`config.mk`:
```
export PLATFORM = sky130hd
export DESIGN_NAME = pipeline_if
export DESIGN_NICKNAME = d
export VERILOG_FILES = /design/src/rtl/pipeline_if.sv
export SDC_FILE = /design/constraint.sdc
export NUM_CORES = 1
export LEC_CHECK = 0
export ABC_AREA = 1
export BUFFER_PORTS_ARGS = -buffer_cell sky130_fd_sc_hd__buf_2
export CAP_MARGIN = 20
export CORE_MARGIN = 2
export CORE_UTILIZATION = 56
export CTS_CLUSTER_DIAMETER = 60
export DETAILED_ROUTE_END_ITERATION = 7
export PLACE_DENSITY = 0.8
export SLEW_MARGIN = 5
export SYNTH_ARGS = -nofsm -noshare
export SYNTH_HDL_FRONTEND = slang
export SYNTH_SLANG_ARGS = --single-unit
```
`constraint.sdc`:
```
create_clock -name clk -period 5.3 [get_ports clk]
set_input_delay 1.325 -clock clk [delete_from_list [all_inputs] [get_ports clk]]
set_output_delay 1.325 -clock clk [all_outputs]
set_load 0.02 [all_outputs]
```
`src/rtl/pipeline_if.sv`:
```
// Instruction-fetch stage: owns the PC, keeps one imem request in flight and
// hands fetched words (or NOP bubbles) to the IF/ID register.
module pipeline_if #(
   parameter logic [31:0] RESET_PC = 32'h0000_0000,
   parameter logic [31:0] NOP_INST = 32'h0000_0013
) (
   input  logic        clk,
   input  logic        rst,
   input  logic        stall,
   input  logic        branch_tag,
   input  logic [31:0] branch_addr,
   input  logic        imem_rvalid,
   input  logic [31:0] imem_rdata,
   output logic        imem_req,
   output logic [31:0] imem_addr,
   output logic [31:0] inst,
   output logic [31:0] pc,
   output logic        inst_valid
);

   typedef enum logic [1:0] {
      S_IDLE,
      S_WAIT,
      S_HOLD,
      S_DROP
   } state_t;

   state_t      r_state;
   state_t      w_state_n;

   logic [31:0] r_pc;
   logic        r_req;
   logic [31:0] r_addr;
   logic [31:0] r_inst;
   logic [31:0] r_pco;
   logic        r_vld;
   logic [31:0] r_bi;
   logic [31:0] r_bp;

   logic [31:0] w_pc_n;
   logic        w_req_n;
   logic [31:0] w_addr_n;
   logic [31:0] w_inst_n;
   logic [31:0] w_pco_n;
   logic        w_vld_n;
   logic [31:0] w_bi_n;
   logic [31:0] w_bp_n;

   logic [31:0] w_tgt;
   logic [31:0] w_inc;

   assign w_tgt = {branch_addr[31:2], 2'b00};
   assign w_inc = r_pc + 32'd4;

   always_ff @(posedge clk) begin
      if (rst) begin
         r_state <= S_IDLE;
      end else begin
         r_state <= w_state_n;
      end
   end

   // A redirect with a response still in flight must swallow that response.
   always_comb begin
      w_state_n = r_state;
      if (branch_tag) begin
         if ((r_state == S_WAIT || r_state == S_DROP) && !imem_rvalid)
            w_state_n = S_DROP;
         else
            w_state_n = S_WAIT;
      end else begin
         unique case (r_state)
            S_IDLE: w_state_n = S_WAIT;
            S_WAIT: if (imem_rvalid && stall) w_state_n = S_HOLD;
            S_HOLD: if (!stall) w_state_n = S_WAIT;
            S_DROP: if (imem_rvalid) w_state_n = S_WAIT;
         endcase
      end
   end

   always_comb begin
      w_pc_n   = r_pc;
      w_req_n  = 1'b0;
      w_addr_n = r_addr;
      w_inst_n = stall ? r_inst : NOP_INST;
      w_pco_n  = r_pco;
      w_vld_n  = stall ? r_vld : 1'b0;
      w_bi_n   = r_bi;
      w_bp_n   = r_bp;
      if (branch_tag) begin
         w_pc_n   = w_tgt;
         w_bi_n   = '0;
         w_bp_n   = '0;
         w_inst_n = NOP_INST;
         w_vld_n  = 1'b0;
         if (w_state_n == S_WAIT) begin
            w_req_n  = 1'b1;
            w_addr_n = w_tgt;
         end
      end else begin
         unique case (r_state)
            S_IDLE: begin
               w_req_n  = 1'b1;
               w_addr_n = r_pc;
            end
            S_WAIT: begin
               if (imem_rvalid && !stall) begin
                  w_inst_n = imem_rdata;
                  w_pco_n  = r_pc;
                  w_vld_n  = 1'b1;
                  w_pc_n   = w_inc;
                  w_req_n  = 1'b1;
                  w_addr_n = w_inc;
               end else if (imem_rvalid) begin
                  w_bi_n = imem_rdata;
                  w_bp_n = r_pc;
                  w_pc_n = w_inc;
               end
            end
            S_HOLD: begin
               if (!stall) begin
                  w_inst_n = r_bi;
                  w_pco_n  = r_bp;
                  w_vld_n  = 1'b1;
                  w_req_n  = 1'b1;
                  w_addr_n = r_pc;
               end
            end
            S_DROP: begin
               if (imem_rvalid) begin
                  w_req_n  = 1'b1;
                  w_addr_n = r_pc;
               end
            end
         endcase
      end
   end

   always_ff @(posedge clk) begin
      if (rst) begin
         r_pc   <= RESET_PC;
         r_req  <= 1'b0;
         r_addr <= RESET_PC;
         r_inst <= NOP_INST;
         r_pco  <= '0;
         r_vld  <= 1'b0;
         r_bi   <= '0;
         r_bp   <= '0;
      end else begin
         r_pc   <= w_pc_n;
         r_req  <= w_req_n;
         r_addr <= w_addr_n;
         r_inst <= w_inst_n;
         r_pco  <= w_pco_n;
         r_vld  <= w_vld_n;
         r_bi   <= w_bi_n;
         r_bp   <= w_bp_n;
      end
   end

   assign imem_req   = r_req;
   assign imem_addr  = r_addr;
   assign inst       = r_inst;
   assign pc         = r_pco;
   assign inst_valid = r_vld;

endmodule
```
==> impl_metrics.yaml, run 1 <==
run_status:
  status: "completed"
sta:
  tightest_slew_ns: 1.13
  min_period_ns: 3.06
  report.final.hold_viol_count: 0
  fin_crit_sh: 0.578
  finalSetupViolCount: 0
  skew_ns: 0.0123
  max_slew_margin: 0.246
  worst_hold_slack_ns: 0.450
  slew_viol_final: 0
  grt_setup_unrepaired: "no"
  setup_tns_ns: 0
  timing.fmax_mhz: 326
synth:
  synth_edf_count: 0
  syn_area_per_cell_um2: 6.83
  yosysWarnings: 0
  async_flop_share: 0
  synth_flop_cell: "dfxtp_1"
  yosysSeqAreaShare: 0.423
  synth_seq_cells: 188
  syn_inst: 1305
  netlist_area_mm2: 0.00891
  synthDistinctLibCells: 38
floorplan:
  die-area_mm2: 0.0169
  dieWidth_um: 130
  core-area_mm2: 0.0157
  io_pins: 167
  start_util: 0.567
  rows: 46
  fp.dieH_um: 130
finish:
  stdcell_area_mm2: 0.0103
  n_fill_cell: 1423
  drive_gt1_frac: 0.167
  area_growth_syn_to_layout_pct: 15.8
  antennaDiodeCount: 0
  fin_nets: 1489
clock_network:
  worstSkewPairLatency_ns: 0.45
  cts.repair.resized: 0
  postCtsSetupBuffers: 0
  clkTransAtPathRegs_ns: 0.07
  clockBufferDepth: 2
  cts_sinks: 188
  clock-root-buffer: "clkbuf_16"
  cts_tree: "built"
  cts_buffers: 17
  htreeDepth: 4
  hold_buffers: 0
worst_setup_path:
  required_ns: 5.68
  critPathArrivalTime_ns: 3.44
  critPathKind: "input port to flop"
  reg2reg_from: "r_state[1]$_SDFF_PP0_"
  worstSetupStartpoint: "branch_tag"
  critPathLaunchType: "input port"
  end_kind: "flop"
  rrSetupSlack_ns: 2.34
  critPathMaxFanout: 65
power:
  p_leak_uw: 0.00428
  vdd_drop_max_mv: 0.254
  p_per_area_mw_per_mm2: 323
grt:
  grt_use_total: 0.306
  grt_max_degree: 66
  grt_pass1_wl_um: 41000
  grt_pass1_vias: 8342
  overflow: 0
  grt_antenna_before_repair: 0
detailed_routing:
  dr.pass1.iters: 6
  avgRoutedWirePerCell_um: 15.6
  detail_route.iter0.violations: 979
  drc_errors: 0
  route.vias.total: 9087
  vias_per_cell: 5.53
  ant_nets: 0
  drt_wl_total_um: 25600
place:
  io_buffers: 160
  hpwl_um: 16500
  gp_congestion: 0.930
  dpl_cell_area_mm2: 0.00969
hold_path:
  hp-start: "r_bi[3]$_SDFFE_PP0P_"
  hp-class: "flop to flop"
run:
  drv_cap: 0
[registers in the layout (all words and copies together), names as in the netlist]
| register | cells |
|---|---|
| r_pc | 30 |
| inst | 32 |
| imem_addr | 30 |
| inst_valid | 1 |
| r_state | 2 |
| r_bi | 32 |
| r_bp | 30 |
| imem_req | 1 |
| pc | 30 |
[logic make-up (layout without fill, tap and decap cells)]
family,after synthesis,count (layout),share of synthesized area
xor+xnor,9,9,0.00885
flops,188,188,0.423
fa+ha+maj,6,6,0.00843
other cells,1,4,0.000421
simple gates,490,490,0.224
buf+inv,203,322,0.0950
compound gates,408,408,0.241
[cells in the mapped netlist (2+ instances only)]
| library cell | count | area share |
|---|---|---|
| o211ai_1 | 3 | 0.0025 |
| a31oi_1 | 42 | 0.029 |
| a21oi_1 | 168 | 0.094 |
| xor2_1 | 8 | 0.0079 |
| nor3_1 | 2 | 0.0011 |
| nand3_1 | 35 | 0.020 |
| nor2_4 | 8 | 0.010 |
| and2_1 | 2 | 0.0014 |
| buf_4 | 7 | 0.0059 |
| o21ai_0 | 168 | 0.094 |
| clkbuf_1 | 42 | 0.018 |
| nor2_2 | 5 | 0.0035 |
| o32ai_1 | 3 | 0.0030 |
| buf_1 | 3 | 0.0013 |
| nand2_2 | 6 | 0.0042 |
| a22o_1 | 2 | 0.0020 |
| ha_1 | 6 | 0.0084 |
| buf_2 | 30 | 0.017 |
| dfxtp_1 | 188 | 0.42 |
| clkbuf_2 | 2 | 0.0011 |
| o21a_1 | 4 | 0.0034 |
| buf_6 | 2 | 0.0025 |
| inv_1 | 106 | 0.045 |
| nor2_1 | 77 | 0.032 |
| o21ai_1 | 14 | 0.0079 |
| inv_2 | 10 | 0.0042 |
| nand2_1 | 351 | 0.15 |
[final timing paths]
check,cells after the start,to
worst min register to register,2,r_bi[3]$_SDFFE_PP0P_
worst min-delay path,2,r_bi[3]$_SDFFE_PP0P_
worst max register to register,10,imem_addr[15]$_SDFFE_PP0P_
worst max-delay path,7,r_pc[20]$_SDFFE_PP0P_
[final cells by class]
class	count	area, um^2	share of cell area
Multi-Input combinational cell	917	4320	0.419
Timing Repair Buffer	173	918	0.0891
Clock inverter	14	168	0.0163
Tap cell	216	270	0.0262
Sequential cell	188	3760	0.365
Inverter	117	442	0.0428
Clock buffer	18	429	0.0416
[layout by cell type, fill, tap and decap left out, types with 2 or more instances in the layout]
cell	n
buf_2	160
clkinvlp_4	3
o211ai_1	3
clkbuf_16	17
buf_4	12
dfxtp_1	188
clkinv_4	2
o21ai_1	14
nand2_1	351
bufinv_16	3
xor2_1	8
ha_1	6
and2_1	2
nor2_1	76
o32ai_1	3
nor3_1	2
o21ai_0	168
inv_1	106
inv_6	2
o21a_1	4
nor2_2	5
inv_2	10
clkinv_2	4
nand3_1	35
a22o_1	2
conb_1	4
nor2_4	9
nand2_2	6
a31oi_1	42
a21oi_1	167
[worst max-delay path, cell delays in order]
cell and delay, ns:
buf_2 0.17, buf_4 0.35, nor2_2 0.97, inv_1 0.29, a21oi_1 0.21, nor2_1 0.05
nor2_1 0.07
[through the flow]
| step | setup WS, ns | instances | utilization | total power, uW |
|---|---|---|---|---|
| finish | 2.24 | 1643 | 0.656 | 3330 |
| global route | 2.13 | 1643 | 0.656 | 3450 |
| CTS | 2.28 | 1642 | 0.654 | 3320 |
| detailed placement | 1.83 | 1610 | 0.616 | 2030 |
| global placement | 1.82 | 1610 | 0.616 | 2020 |
| floorplan | 2.91 | 1308 | - | 1880 |
[layer usage]
metal,GRT usage,vias to the layer above,wire length (um)
met5,0,-,0
met4,0.130,0,787
met1,0.386,4156,10800
li1,-,4485,-
met2,0.509,383,12000
met3,0.0652,63,2020
[where the power goes]
part	switching (uW)	total [uW]	internal, uW
registers	53.9	1540	1480
clock network	571	1310	742
logic	327	475	148
(Power assumes the default switching activity.)
==> run 2, diff against run 1 <==
CORE_UTILIZATION = 50   (was 56)
PLACE_DENSITY = 0.76   (was 0.8)
clock period = 2.8 ns   (was 5.3 ns; I/O delays follow)
==> impl_metrics.yaml, run 2 (synthesis results as in run 1) <==
detailed_routing:
  drc_errors: 0
  ant_nets: 0
  dr.pass1.iters: 6
  vias_per_cell: 5.47
  drt_wl_total_um: 25600
  detail_route.iter0.violations: 726
  avgRoutedWirePerCell_um: 15.3
  route.vias.total: 9132
floorplan:
  fp.dieH_um: 137
  dieWidth_um: 137
  io_pins: 167
  start_util: 0.513
  rows: 48
  core-area_mm2: 0.0174
  die-area_mm2: 0.0189
clock_network:
  worstSkewPairLatency_ns: 0.44
  clkTransAtPathRegs_ns: 0.07
  clock-root-buffer: "clkbuf_16"
  cts.repair.resized: 0
  cts_buffers: 17
  postCtsSetupBuffers: 0
  hold_buffers: 0
  htreeDepth: 4
  cts_sinks: 188
  clockBufferDepth: 2
  cts_tree: "built"
worst_setup_path:
  required_ns: 3.16
  slowest_delay_ns: 0.34
  critPathMaxFanout: 35
  path_cells: "inv_1 > ha_1 > buf_4 > nor2_1 > nor2_1 > nand3_1 > inv_2 > buf_12 > o21ai_0 > a31oi_1"
  critPathKind: "flop to flop"
  critPathArrivalTime_ns: 2.51
  end_kind: "flop"
  crit_top_cell: "nor2_1"
  critPathLaunchType: "flop"
  crit_slowest_cell: "dfxtp_1"
sta:
  timing.fmax_mhz: 463
  grt_setup_unrepaired: "no"
  setup_tns_ns: 0
  report.final.hold_viol_count: 0
  finalSetupViolCount: 0
  tightest_slew_ns: 0.572
  skew_ns: 0.0122
  fin_crit_sh: 0.771
  max_slew_margin: 0.618
  min_period_ns: 2.16
  slew_viol_final: 0
place:
  io_buffers: 160
  hpwl_um: 17300
  gp_congestion: 0.937
  dpl_cell_area_mm2: 0.00984
power:
  netSwitchingFraction: 0.277
  p_per_area_mw_per_mm2: 623
  p_int_uw: 4730
  vdd_drop_max_mv: 0.392
  p_sw_uw: 1810
  clkPwrFrac: 0.416
  power_frac_comb: 0.139
  pwr-share-seq: 0.445
  p_leak_uw: 0.00439
finish:
  fin_nets: 1504
  mostFrequentLayoutCells: "nand2_1, dfxtp_1, o21ai_0"
  final_common_cell: "nand2_1"
  stdcell_area_mm2: 0.0105
  drive_gt1_frac: 0.176
  regArea_mm2: 0.00376
  area_growth_syn_to_layout_pct: 18.0
  multi_input_area_mm2: 0.00431
  n_fill_cell: 1582
grt:
  grt_pass1_vias: 8108
  overflow: 0
  grt_antenna_before_repair: 1
  grt_pass1_wl_um: 39800
  grt_use_total: 0.268
  grt_max_degree: 58
run:
  drv_cap: 0
hold_path:
  hp-class: "flop to flop"
run_status:
  status: "completed"
-- run 2: final timing paths --
path / startpoint / endpoint / slack [ns] / cells past startpoint
worst max-delay path: r_state[0]$_SDFF_PP0_ / pc[9]$_SDFFE_PP0P_ / 0.64 / 10
worst min register to register: r_bi[7]$_SDFFE_PP0P_ / r_bi[7]$_SDFFE_PP0P_ / 0.45 / 2
worst max register to register: r_state[0]$_SDFF_PP0_ / pc[9]$_SDFFE_PP0P_ / 0.64 / 10
worst min-delay path: r_bi[7]$_SDFFE_PP0P_ / r_bi[7]$_SDFFE_PP0P_ / 0.45 / 2
-- run 2: power groups by stage --
| stage | Clock, uW | Sequential, uW | Combinational [uW] |
|---|---|---|---|
| final | 2730 | 2910 | 908 |
| after global routing | 2880 | 2930 | 999 |
| after CTS | 2760 | 2910 | 902 |
| after detailed placement | 0 | 2970 | 897 |
| after global placement | 0 | 2970 | 886 |
| after floorplan | 0 | 3050 | 513 |
-- run 2: metal layers --
layer | track usage | wire (um) | up-vias
met4 | 0.119 | 808 | 2
met5 | 0 | 13 | -
met1 | 0.345 | 10900 | 4196
met2 | 0.442 | 12100 | 358
met3 | 0.0449 | 1780 | 64
li1 | - | - | 4512
-- run 2: worst max-delay path: cells and delay by family (launching register included) --
family | cells | cell delay [ns]
flip-flops | 1 | 0.34
buffers and inverters | 4 | 0.93
AO/OA/AOI/OAI | 2 | 0.27
adder cells (fa/ha/maj) | 1 | 0.25
AND/OR/NAND/NOR | 3 | 0.29
-- run 2: through the flow --
step,hold slack (ns),instances,worst slack [ns],util,total power (uW)
floorplan,0.424,1308,1.03,-,3560
global placement,0.432,1635,0.704,0.567,3850
detailed placement,0.437,1635,0.663,0.567,3870
CTS,0.448,1667,0.648,0.605,6570
global route,0.467,1667,0.392,0.605,6810
finish,0.447,1668,0.642,0.605,6540
-- run 2: layout make-up --
cell class	count	area share
multi-input combinational	917	0.411
timing repair buffer	188	0.0986
antenna	1	0.000238
tap	225	0.0268
clock buffer	18	0.0418
sequential	188	0.358
clock inverter	14	0.0218
inverter	117	0.0420
